[config.mk]
export PLATFORM = sky130hd
export DESIGN_NAME = mac_pipe_param
export DESIGN_NICKNAME = d
export VERILOG_FILES = /design/src/rtl/mac_pipe_pkg.sv /design/src/rtl/mac_sat_add.sv /design/src/rtl/mac_pipe_param.sv
export SDC_FILE = /design/constraint.sdc
export NUM_CORES = 1
export LEC_CHECK = 0
export BUFFER_PORTS_ARGS = -buffer_cell sky130_fd_sc_hd__buf_2
export CORE_MARGIN = 5
export CORE_UTILIZATION = 30
export CTS_CLUSTER_SIZE = 8
export DETAILED_ROUTE_END_ITERATION = 8
export GPL_ROUTABILITY_DRIVEN = 0
export PLACE_DENSITY = 0.55
export SYNTH_ARGS = -nofsm -noshare
export SYNTH_HDL_FRONTEND = slang
export SYNTH_SLANG_ARGS = --single-unit
[constraint.sdc]
create_clock -name clk -period 7.69 [get_ports clk]
set_input_delay 1.9225 -clock clk [delete_from_list [all_inputs] [get_ports clk]]
set_output_delay 1.9225 -clock clk [all_outputs]
set_load 0.02 [all_outputs]
[src/rtl/mac_pipe_pkg.sv]
// rtl/mac_pipe_pkg.sv - shared widths, saturation limits and pipeline control type for mac_pipe_param
package mac_pipe_pkg;

    localparam int IN_W_DEF  = 14;
    localparam int ACC_W_DEF = 28;

    // Valid/last pair carried alongside each product through the multiplier pipeline
    typedef struct packed {
        logic valid;
        logic last;
    } pipe_ctl_t;

    function automatic logic signed [63:0] sat_max(input int w);
        return (64'sd1 <<< (w - 1)) - 64'sd1;
    endfunction

    function automatic logic signed [63:0] sat_min(input int w);
        return -(64'sd1 <<< (w - 1));
    endfunction

endpackage

[src/rtl/mac_sat_add.sv]
// rtl/mac_sat_add.sv - combinational accumulator adder; clamps when MAC_PIPE_SAT_EN is defined, wraps otherwise
module mac_sat_add
    import mac_pipe_pkg::*;
#(
    parameter int ACC_W = ACC_W_DEF
) (
    input  logic signed [ACC_W-1:0] i_x,
    input  logic signed [ACC_W-1:0] i_y,
    output logic signed [ACC_W-1:0] o_sum,
    output logic                    o_ovf
);

    logic signed [ACC_W-1:0] w_raw;

    assign w_raw = i_x + i_y;
    // Same-sign operands producing an opposite-sign result is the only overflow case
    assign o_ovf = (i_x[ACC_W-1] == i_y[ACC_W-1]) && (w_raw[ACC_W-1] != i_x[ACC_W-1]);

`ifdef MAC_PIPE_SAT_EN
    localparam logic signed [ACC_W-1:0] SAT_MAX = ACC_W'(sat_max(ACC_W));
    localparam logic signed [ACC_W-1:0] SAT_MIN = ACC_W'(sat_min(ACC_W));

    always_comb begin
        o_sum = w_raw;
        if (o_ovf) begin
            o_sum = i_x[ACC_W-1] ? SAT_MIN : SAT_MAX;
        end
    end
`else
    assign o_sum = w_raw;
`endif

endmodule

[src/rtl/mac_pipe_param.sv]
// rtl/mac_pipe_param.sv - pipelined signed dot-product MAC; MAC_PIPE_SAT_EN selects saturating accumulation
module mac_pipe_param
    import mac_pipe_pkg::*;
#(
    parameter int IN_W        = IN_W_DEF,
    parameter int ACC_W       = ACC_W_DEF,
    parameter int MULT_STAGES = 1
) (
    input  logic                    clk,
    input  logic                    reset,
    input  logic signed [IN_W-1:0]  a,
    input  logic signed [IN_W-1:0]  b,
    input  logic                    valid_in,
    input  logic                    last_in,
    output logic signed [ACC_W-1:0] f,
    output logic                    valid_out,
    output logic                    ovf_out
);

    typedef struct packed {
        logic [ACC_W-1:0] prod;
        pipe_ctl_t        ctl;
    } pipe_entry_t;

    logic signed [IN_W-1:0]   r_a;
    logic signed [IN_W-1:0]   r_b;
    logic                     r_last;
    logic                     r_v0;
    logic signed [2*IN_W-1:0] w_prod;
    pipe_entry_t              w_s0;
    pipe_entry_t              w_acc_in;

    logic signed [ACC_W-1:0]  r_acc;
    logic                     r_sticky;
    logic signed [ACC_W-1:0]  w_sum;
    logic                     w_ovf;

    always_ff @(posedge clk) begin
        if (reset) begin
            r_a    <= '0;
            r_b    <= '0;
            r_last <= 1'b0;
            r_v0   <= 1'b0;
        end else begin
            r_v0 <= valid_in;
            if (valid_in) begin
                r_a    <= a;
                r_b    <= b;
                r_last <= last_in;
            end
        end
    end

    assign w_prod        = r_a * r_b;
    assign w_s0.prod     = ACC_W'(w_prod);
    assign w_s0.ctl      = '{valid: r_v0, last: r_last};

    for (genvar g = 0; g < MULT_STAGES; g++) begin : g_stage
        pipe_entry_t w_src;
        pipe_entry_t r_q;

        if (g == 0) begin : g_first
            assign w_src = w_s0;
        end else begin : g_next
            assign w_src = g_stage[g-1].r_q;
        end

        // Data and last hold across bubbles; only the valid bit shifts every cycle
        always_ff @(posedge clk) begin
            if (reset) begin
                r_q <= '0;
            end else begin
                r_q.ctl.valid <= w_src.ctl.valid;
                if (w_src.ctl.valid) begin
                    r_q.prod     <= w_src.prod;
                    r_q.ctl.last <= w_src.ctl.last;
                end
            end
        end
    end

    if (MULT_STAGES == 0) begin : g_direct
        assign w_acc_in = w_s0;
    end else begin : g_piped
        assign w_acc_in = g_stage[MULT_STAGES-1].r_q;
    end

    mac_sat_add #(
        .ACC_W (ACC_W)
    ) u_add (
        .i_x   (r_acc),
        .i_y   ($signed(w_acc_in.prod)),
        .o_sum (w_sum),
        .o_ovf (w_ovf)
    );

    always_ff @(posedge clk) begin
        if (reset) begin
            r_acc     <= '0;
            r_sticky  <= 1'b0;
            f         <= '0;
            valid_out <= 1'b0;
            ovf_out   <= 1'b0;
        end else begin
            valid_out <= 1'b0;
            if (w_acc_in.ctl.valid) begin
                if (w_acc_in.ctl.last) begin
                    f         <= w_sum;
                    ovf_out   <= r_sticky | w_ovf;
                    valid_out <= 1'b1;
                    r_acc     <= '0;
                    r_sticky  <= 1'b0;
                end else begin
                    r_acc    <= w_sum;
                    r_sticky <= r_sticky | w_ovf;
                end
            end
        end
    end

endmodule

==> flow_summary.rst <==
.. list-table::
   :header-rows: 1

   * - Metric
     - Value
   * - Start point of the critical path
     - r_a[13]
   * - Outcome
     - completed
   * - Peak supply drop
     - about 0.18 mV
   * - Total congestion overflow
     - 0
   * - Net total in the final layout
     - 1,769
   * - Sum of net half-perimeters after detailed placement
     - 24.7 mm
   * - Area occupied by registers
     - ~2400 um2
   * - Net switching power
     - ~750 uW
   * - Root buffer selected by CTS
     - sky130_fd_sc_hd__clkbuf_16
   * - Crit share post-route
     - between 80% and 90%
   * - Worst Clk Skew
     - about 0.017 ns
   * - Critical path data arrival time
     - around 6.7 ns
   * - Unrepaired setup endpoints after global routing
     - false
   * - Number of buffers added by the clock tree synthesis step
     - 17
   * - Sequential area share after synthesis
     - a little under a fifth
   * - Chip Height
     - roughly 220 um
   * - Starting density of the core
     - a little under a third
   * - Type of the most critical hold path
     - reg -> reg
   * - Per-cell routed wire length
     - 15.2 um
   * - Post-Syn Area per Cell
     - slightly above 9 um2
   * - Worst R2R Path Depth
     - 18
   * - Cell-internal power
     - roughly 1400 uW
   * - Seq pwr share
     - about a third
   * - Combined area of the multi-input logic cells
     - between 9000 and 10,000 um2
   * - Post-route DRC violation count
     - 0
   * - Crit path launch type
     - register
   * - H-tree lvl count
     - 4
   * - FILL cells
     - between 4k and 5k
   * - TNS Setup
     - 0 ns
   * - Fraction of power consumed by the clock network
     - 38.2%
   * - Crit path capture
     - g_stage[0].r_q[25]
   * - Worst slack after detailed placement
     - approximately 1.4 ns
   * - Clock Sinks
     - 119
   * - Std-Cell Core Area
     - 43,000 um2
   * - Final hold viol count
     - 0
   * - Number of enable flip-flop cells after synthesis
     - 0
   * - Switching part of the total
     - a little over a third
   * - Hold buffer count at CTS
     - 0
   * - TritonRoute pass-1 iters
     - 5
   * - Reg-to-Reg Start
     - r_a[13]
   * - Most used flip-flop cell after synthesis
     - sky130_fd_sc_hd__dfxtp_1
   * - Global-route wire length before repair
     - 52.7 mm
   * - Commonest cells after routing, fill and taps aside
     - sky130_fd_sc_hd__inv_1 (226), sky130_fd_sc_hd__fa_1 (196), sky130_fd_sc_hd__nand2_1 (126), sky130_fd_sc_hd__dfxtp_1 (119), sky130_fd_sc_hd__and2_1 (104)
   * - GRT Resource Usage Total
     - about 14%
   * - Count of different cell masters after synthesis
     - 70
   * - Leak
     - 0.00714 uW
   * - Number of cells upsized or downsized after cts
     - 0
   * - Combinational power share
     - 28.5%
   * - Number of instances in the synthesized netlist
     - about 1.4k
   * - Inserted Diodes
     - 0
   * - Antenna violations before repair
     - 1
   * - Proportion of layout cells with a drive suffix above 1
     - ~8%
   * - Count of boundary I/O pins
     - 62
   * - Maximum number of pins on one net before global-route repair
     - 60
   * - Data required, critical path
     - between 8 and 9 ns
   * - Horizontal die dimension
     - 218 um
   * - Via-per-instance ratio
     - ~4.7
   * - WHS
     - between 0.4 and 0.5 ns
   * - Shortest period the worst path allows
     - between 6 and 7 ns
   * - Register bit total from synthesis
     - ~120
   * - Worst slew margin relative to its limit
     - between 30% and 40%
   * - Post-route ant nets
     - 0
   * - Via count of the first global-routing pass
     - ~10k
   * - Final core area utilization
     - 33.6%
   * - Final number of max-transition violations
     - 0
   * - Critical Path Sink Type
     - register
   * - Cell Area, Synth
     - between 10,000 and 15,000 um2
   * - Overall routed net length
     - between 30 and 40 mm
   * - Total power per unit cell area
     - around 150 nW/um2
   * - Post-route setup slack
     - approximately 1.3 ns
   * - 1st-iter DRT viols
     - 372
   * - Setup violators final
     - 0
   * - Number of rows in the core area
     - 76
   * - Largest fanout on the critical path
     - 15
   * - Reg-to-reg setup timing slack
     - between 1 and 1.5 ns
   * - Least-Margin Pin Slew
     - approximately 1.0 ns
   * - WS Path Type
     - reg -> reg
   * - Net Count, Synth
     - roughly 1.7k
   * - Share of synthesized registers carrying an async set or reset
     - 0%
   * - Post-CTS Setup Inserts
     - 0
   * - Area growth from synthesis to layout
     - 11.0%
   * - Buffer depth of the longest clock path
     - 2
   * - Capture instance of the worst register-to-register path
     - g_stage[0].r_q[25]
   * - Die ar.
     - ~48,000 um2
   * - Most common library cell in the layout ignoring fill and taps
     - sky130_fd_sc_hd__inv_1
   * - Maximum clock frequency
     - about 160 MHz
   * - Via Count
     - roughly 9.6k
   * - CTS tree
     - built
   * - Clock network latency to the later pin of the worst-skew pair
     - between 0.4 and 0.5 ns
   * - Clk pin slew, worst setup/hold paths
     - 0.07 ns
   * - Yosys warning count
     - 0
   * - Count of maximum capacitance violations
     - 0
   * - # port buffers
     - 61
==> power by group through the flow <==
stage / Clock (uW) / Combinational, uW / Sequential (uW)
2_1_floorplan: 0 / 490 / 674
3_3_place_gp: 0 / 604 / 715
3_5_place_dp: 0 / 612 / 717
4_1_cts: 827 / 616 / 703
5_1_grt: 855 / 697 / 708
6_report: 804 / 601 / 702
==> Yosys cell counts, types with 3 or more instances <==
| master | instances | area [um2] |
|---|---|---|
| sky130_fd_sc_hd__o21ai_1 | 3 | 15.0 |
| sky130_fd_sc_hd__o21a_1 | 12 | 90.1 |
| sky130_fd_sc_hd__dfxtp_1 | 119 | 2380 |
| sky130_fd_sc_hd__nor2_1 | 99 | 372 |
| sky130_fd_sc_hd__or3_1 | 9 | 56.3 |
| sky130_fd_sc_hd__o221ai_1 | 3 | 26.3 |
| sky130_fd_sc_hd__ha_1 | 94 | 1180 |
| sky130_fd_sc_hd__a21oi_1 | 50 | 250 |
| sky130_fd_sc_hd__nor3b_1 | 5 | 37.5 |
| sky130_fd_sc_hd__a31o_2 | 3 | 26.3 |
| sky130_fd_sc_hd__or3b_2 | 3 | 26.3 |
| sky130_fd_sc_hd__or2_2 | 5 | 31.3 |
| sky130_fd_sc_hd__xor2_1 | 13 | 114 |
| sky130_fd_sc_hd__a22oi_1 | 17 | 128 |
| sky130_fd_sc_hd__nor3_1 | 13 | 65.1 |
| sky130_fd_sc_hd__nand3b_1 | 3 | 22.5 |
| sky130_fd_sc_hd__clkbuf_1 | 52 | 195 |
| sky130_fd_sc_hd__inv_1 | 226 | 848 |
| sky130_fd_sc_hd__and3_1 | 6 | 37.5 |
| sky130_fd_sc_hd__o21bai_1 | 3 | 22.5 |
| sky130_fd_sc_hd__nand2b_1 | 15 | 93.8 |
| sky130_fd_sc_hd__a211oi_1 | 6 | 45.0 |
| sky130_fd_sc_hd__buf_1 | 4 | 15.0 |
| sky130_fd_sc_hd__nor4_1 | 3 | 18.8 |
| sky130_fd_sc_hd__nand4_1 | 5 | 31.3 |
| sky130_fd_sc_hd__and2_1 | 104 | 651 |
| sky130_fd_sc_hd__mux2i_1 | 46 | 460 |
| sky130_fd_sc_hd__nand3_1 | 13 | 65.1 |
| sky130_fd_sc_hd__o31ai_1 | 9 | 67.6 |
| sky130_fd_sc_hd__a22o_1 | 18 | 158 |
| sky130_fd_sc_hd__a21o_1 | 29 | 218 |
| sky130_fd_sc_hd__o21ai_0 | 30 | 150 |
| sky130_fd_sc_hd__fa_1 | 196 | 3920 |
| sky130_fd_sc_hd__xnor2_1 | 24 | 210 |
| sky130_fd_sc_hd__nand2_1 | 126 | 473 |
| sky130_fd_sc_hd__a211o_1 | 3 | 26.3 |
| sky130_fd_sc_hd__o211ai_1 | 5 | 37.5 |
| sky130_fd_sc_hd__nor2b_1 | 5 | 31.3 |
| sky130_fd_sc_hd__a32o_1 | 5 | 50.1 |
==> state kept, by name, indices dropped and copies added, names as in the netlist <==
name and count:
r_acc 28, f 28, g_stage.r_q 30, r_v0 1
r_b 14, r_a 14, ovf_out 1, r_sticky 1
valid_out 1, r_last 1
==> final cells by class <==
type,count,area share (%)
multi-input cells,1016,66.2
flip-flops and latches,119,16.5
inverters,228,5.93
well taps,585,5.07
clock buffers,18,2.97
repair buffers,65,2.34
clock inverters,14,0.979
==> kinds of logic after synthesis <==
| logic type | count (synthesis) | share of synthesized area (%) |
|---|---|---|
| adders and majority gates | 290 | 39.2 |
| buffers and inverters | 286 | 8.27 |
| and+or+nand+nor | 417 | 15.7 |
| DFF | 119 | 18.3 |
| xor gates and xnor gates | 38 | 2.66 |
| muxes | 46 | 3.54 |
| AOI/OAI and AO/OA | 225 | 12.3 |
==> critical path, stage by stage (launching register included) <==
cell,delay [ns]
sky130_fd_sc_hd__dfxtp_1,0.64
sky130_fd_sc_hd__nand2_1,0.24
sky130_fd_sc_hd__fa_1,0.57
sky130_fd_sc_hd__fa_1,0.78
sky130_fd_sc_hd__inv_1,0.15
sky130_fd_sc_hd__fa_1,0.48
sky130_fd_sc_hd__fa_1,0.50
sky130_fd_sc_hd__fa_1,0.49
sky130_fd_sc_hd__inv_1,0.05
sky130_fd_sc_hd__fa_1,0.50
sky130_fd_sc_hd__inv_1,0.04
sky130_fd_sc_hd__ha_1,0.36
sky130_fd_sc_hd__a21oi_1,0.17
sky130_fd_sc_hd__o21ai_0,0.10
sky130_fd_sc_hd__a21oi_1,0.23
sky130_fd_sc_hd__nand2b_1,0.08
sky130_fd_sc_hd__o311a_1,0.35
sky130_fd_sc_hd__or3_1,0.32
sky130_fd_sc_hd__a31o_2,0.23
==> routing by layer <==
metal	wire (um)	share of wire, %	global-route usage [%]	vias up
met1	13700	44	17.3	4818
met4	624	2.0	4.21	0
met2	16100	52	24.5	125
met5	0	0	0	-
li1	-	-	-	4638
met3	773	2.5	2.11	40
==> metrics by stage <==
step                std cells  total power (uW)  instance area, um2
detailed placement       2013              1330               13900
floorplan                1421              1160               13000
finish                   2045              2110               14400
global route             2045              2260               14400
CTS                      2045              2150               14400
global placement         2013              1320               13900
==> worst min-delay path by stage <==
stage	startpoint	to	slack (ns)	cells past startpoint
after floorplan	r_sticky	r_sticky	0.43	2
after global placement	r_sticky	r_sticky	0.44	2
after detailed placement	f[16]	f[16]	0.45	2
after CTS	f[16]	f[16]	0.47	2
after global routing	f[16]	f[16]	0.48	2
final	f[16]	f[16]	0.46	2
Power figures use the tool's default switching activity.
